[config.mk]
export PLATFORM = sky130hd
export DESIGN_NAME = byte_serial_adder
export DESIGN_NICKNAME = d
export VERILOG_FILES = /design/src/rtl/byte_serial_adder.sv
export SDC_FILE = /design/constraint.sdc
export NUM_CORES = 1
export LEC_CHECK = 0
export BUFFER_PORTS_ARGS = -buffer_cell sky130_fd_sc_hd__buf_2
export CORE_MARGIN = 2
export CORE_UTILIZATION = 54
export CTS_CLUSTER_SIZE = 20
export DETAILED_ROUTE_END_ITERATION = 6
export PLACE_DENSITY = 0.84
export SETUP_SLACK_MARGIN = 0.4
export SLEW_MARGIN = 10
export SYNTH_ARGS = -nofsm -noshare
export SYNTH_HDL_FRONTEND = slang
export SYNTH_SLANG_ARGS = --single-unit
[constraint.sdc]
create_clock -name clk -period 8.5 [get_ports clk]
set_clock_uncertainty 0.2 [all_clocks]
set_input_delay 0 -clock clk [delete_from_list [all_inputs] [get_ports clk]]
set_output_delay 0 -clock clk [all_outputs]
set_load 0.05 [all_outputs]
[src/rtl/byte_serial_adder.sv]
// Byte-serial adder: W = 8*NBYTES bit operands are summed one 8-bit slice per
// clock, with valid/ready handshakes on both the operand and the result side.
module byte_serial_adder #(
  parameter int NBYTES = 4
) (
  input  logic              clk,
  input  logic              rst,
  input  logic              in_valid,
  output logic              in_ready,
  input  logic [8*NBYTES-1:0] a,
  input  logic [8*NBYTES-1:0] b,
  input  logic              cin,
  output logic              out_valid,
  input  logic              out_ready,
  output logic [8*NBYTES-1:0] sum,
  output logic              cout,
  output logic              ovf
);

  localparam int W    = 8 * NBYTES;
  localparam int IDXW = (NBYTES > 1) ? $clog2(NBYTES) : 1;
  localparam logic [IDXW-1:0] LAST_IDX = IDXW'(NBYTES - 1);

  typedef enum logic [1:0] {IDLE, ADD, DONE} state_t;

  state_t          state, state_next;
  logic [W-1:0]    a_q, b_q, sum_q;
  logic [IDXW-1:0] idx;
  logic            carry_q, cout_q, ovf_q;
  logic            accept, last_slice;
  logic [8:0]      slice;

  assign in_ready   = (state == IDLE) && !rst;
  assign out_valid  = (state == DONE);
  assign accept     = in_valid && in_ready;
  assign last_slice = (idx == LAST_IDX);
  assign slice      = {1'b0, a_q[8*idx +: 8]} + {1'b0, b_q[8*idx +: 8]} + {8'd0, carry_q};

  assign sum  = sum_q;
  assign cout = cout_q;
  assign ovf  = ovf_q;

  // NOTE: sequential state is assigned with <= only, so every flop samples
  // pre-edge values regardless of statement order.
  always_ff @(posedge clk) begin
    if (rst) state <= IDLE;
    else     state <= state_next;
  end

  // NOTE: defaults come first so every path assigns state_next and no latch
  // is inferred.
  always_comb begin
    state_next = state;
    unique case (state)
      IDLE:    if (accept)     state_next = ADD;
      ADD:     if (last_slice) state_next = DONE;
      DONE:    if (out_ready)  state_next = IDLE;
      default:                 state_next = IDLE;
    endcase
  end

  // NOTE: operand registers carry no reset; they are only read after an
  // accept has loaded them, and accept is already gated by rst.
  always_ff @(posedge clk) begin
    if (accept) begin
      a_q <= a;
      b_q <= b;
    end
  end

  // The carry register doubles as the cin holder, so slice 0 needs no special case.
  always_ff @(posedge clk) begin
    if (rst) begin
      idx     <= '0;
      carry_q <= 1'b0;
      sum_q   <= '0;
      cout_q  <= 1'b0;
      ovf_q   <= 1'b0;
    end else if (accept) begin
      idx     <= '0;
      carry_q <= cin;
    end else if (state == ADD) begin
      sum_q[8*idx +: 8] <= slice[7:0];
      carry_q           <= slice[8];
      idx               <= last_slice ? '0 : idx + 1'b1;
      if (last_slice) begin
        cout_q <= slice[8];
        ovf_q  <= (a_q[W-1] == b_q[W-1]) && (slice[7] != a_q[W-1]);
      end
    end
  end

endmodule

==> metrics.cfg <==
[route]
drc = 0
wirelength_um = 11020
vias = 3187
viasPerCell = 5.641
drtIter0Drc = 208
wire_per_inst_um = 19.51
postRouteAntennaNets = 0
drt_pre_antenna_iters = 5

[sta]
setup_viol = 0
layout_setup_ws_ps = 4749
fin_setup_tns_ps = 0
hold_ws_ps = 134.4
timing.fmax_ghz = 0.2666
relSlewSlack = 0.4726
hold_violations = 0
finalCriticalPeriod_ps = 3751
drv_slew = 0
finalCritPeriodShare = 0.4413
worst_pin_slew_ps = 791.1
rsz0062_at_grt = false

[clock_network]
cts_root_buf = clkbuf_8
numCtsBuffers = 9
worstSkewPairLatency_ps = 380
clkTransAtPathRegs_ps = 110
cts_tree = built
htree_levels = 3
post_cts_buffers = 0
clock_sinks = 103
cts_buffer_depth = 2

[setup_path]
crit_fanout = 24
reg2reg_to = carry_q
startpoint_type = register
critPathKind = reg2reg
cp.arrival_ps = 3790
worstReg2RegStart = idx[0]
reg2regPathDepth = 9
required_ps = 8530
regToRegSetupSlack_ps = 4750
cp-end-kind = register

[grt]
grt_pass1_wl_um = 17290
grt_max_degree = 65
grt_usage = 0.2711
grt_antenna_before_repair = 0
overflow = 0
grt_pass1_vias = 3333

[yosys]
synth_area_per_cell_um2 = 15.02
synth-seq-cells = 103
syn-cell-area_um2 = 4220
synthCells = 281
netlist_top_cells_area = edfxtp_1 46%, dfxtp_1 18%, mux4_2 8.5%
ys_types = 46
synth_top_area_share = 0.4554
synth_warnings = 0
yosysSeqAreaShare = 0.6404
syn-num-nets = 365
yosysTopAreaCell = edfxtp_1

[hold_path]
hold_start = a[16]
hold_end = a_q[16]
hold_path_class = in2reg
hold_depth = 2

[floorplan]
dieArea_um2 = 8539
die_h_um = 92.41
initial_utilization = 0.5519
die_x_um = 92.41
io_pins = 105
core_area_um2 = 7647
fp-row-count = 32

[final_layout]
n_antenna_cell = 0
syn_to_final_growth_pct = 35.87
layout_common_cells = 104 x buf_2, 69 x dlygate4sd3_1, 64 x edfxtp_1, 40 x nor2_1, 38 x dfxtp_1
drive_gt1_frac = 0.3218
instances_no_fill = 565
num-nets-final = 542
mostFrequentLayoutCell = buf_2

[power_and_ir_drop]
p_per_area_nw_per_um2 = 183.2
leakage_nw = 2.255
peakVddDrop_uv = 173.3

[placed_design]
hpwl_um = 6196
place_congestion = 0.8580
dp_slack_ps = 4805
portBuffers = 104
dp.cells = 480

[outcome]
status = complete, no violations

[job]
drv_cap = 0

[synthesized netlist by cell type (all sizes together)]
cell	instances
and3	1
dfxtp	39
nor4b	2
nor2b	6
o21bai	1
and2	2
clkbuf	5
nand2b	2
or4	1
a32oi	4
inv	8
and3b	1
edfxtp	64
o211ai	2
fa	2
mux2	1
o2111a	1
ha	13
nor4	4
o21ai	2
a211oi	3
a22oi	30
a2111oi	1
a21oi	5
o311ai	1
a221oi	1
nand2	6
buf	4
nor3	2
a21o	1
xnor2	3
mux4	16
a31oi	1
mux2i	2
nor2	40
o21a	2
o31a	1
and2b	1
[flip-flops by register name (all words and copies together), names as in the netlist]
signal / count
a_q: 32
b_q: 32
sum: 32
idx: 2
state: 2
carry_q: 1
cout: 1
ovf: 1
[per-stage QoR]
stage / total power [mW] / utilization / instance area (um^2)
6_report: 1.051 / 0.7498 / 5734
5_1_grt: 1.083 / 0.7498 / 5734
4_1_cts: 1.045 / 0.7498 / 5734
3_5_place_dp: 0.7119 / 0.6329 / 4840
3_3_place_gp: 0.7039 / 0.6329 / 4840
2_1_floorplan: 0.6665 / - / 4220
[timing repair]
item / in CTS / in global routing
hold buffers: 69 / 0
endpoints found under the hold margin: 101 / 0
gates resized for setup: 0 / 0
endpoints found under the setup margin: 0 / 0
[per-layer routing]
layer,global-route usage,share of wire,up-vias
met4,0.1381,0.039,0
met5,0,0,-
met2,0.4562,0.50,178
li1,-,-,1450
met1,0.3309,0.38,1525
met3,0.05777,0.081,34
[report_power, final]
group / internal, mW / total [mW] / switching, mW
clock network: 0.140 / 0.319 / 0.179
logic: 0.0759 / 0.171 / 0.0953
registers: 0.549 / 0.560 / 0.0113
total: 0.765 / 1.05 / 0.286
[worst max-delay path, cell delays in order (launching register included)]
cell and delay, ps:
dfxtp_2 860, mux4_2 620, fa_1 480, inv_1 110, fa_1 220, nor2b_1 90
o31a_1 270, or4_1 410, a31oi_1 220, a2111oi_0 130
[final cells by class]
type                       instances  area (um^2)
tap                              102        127.6
sequential                       103         2704
fill                             462         1913
multi-input combinational        161         1443
clock inverter                     7        80.08
inverter                           8        30.03
timing repair buffer             175         1226
clock buffer                       9        123.9
[logic make-up (layout without fill, tap and decap cells)]
family,after synthesis,after routing,synth area share
muxes,19,19,0.09576
AOI/OAI and AO/OA,56,56,0.09843
buffers and inverters,17,199,0.01808
DFF,103,103,0.6404
adders and majority gates,15,15,0.04803
xor gates and xnor gates,3,3,0.006227
and+or+nand+nor,68,68,0.09310
[worst max path at each step]
stage	from	to	slack, ps	cells after the start
CTS	idx[0]	carry_q	4750	9
detailed placement	idx[0]	carry_q	4810	9
floorplan	state[0]	a_q[0]	4740	2
global placement	idx[0]	carry_q	4880	9
global route	idx[0]	carry_q	4470	9
finish	idx[0]	carry_q	4750	9
Note: power is estimated with default switching activity, not from simulation.
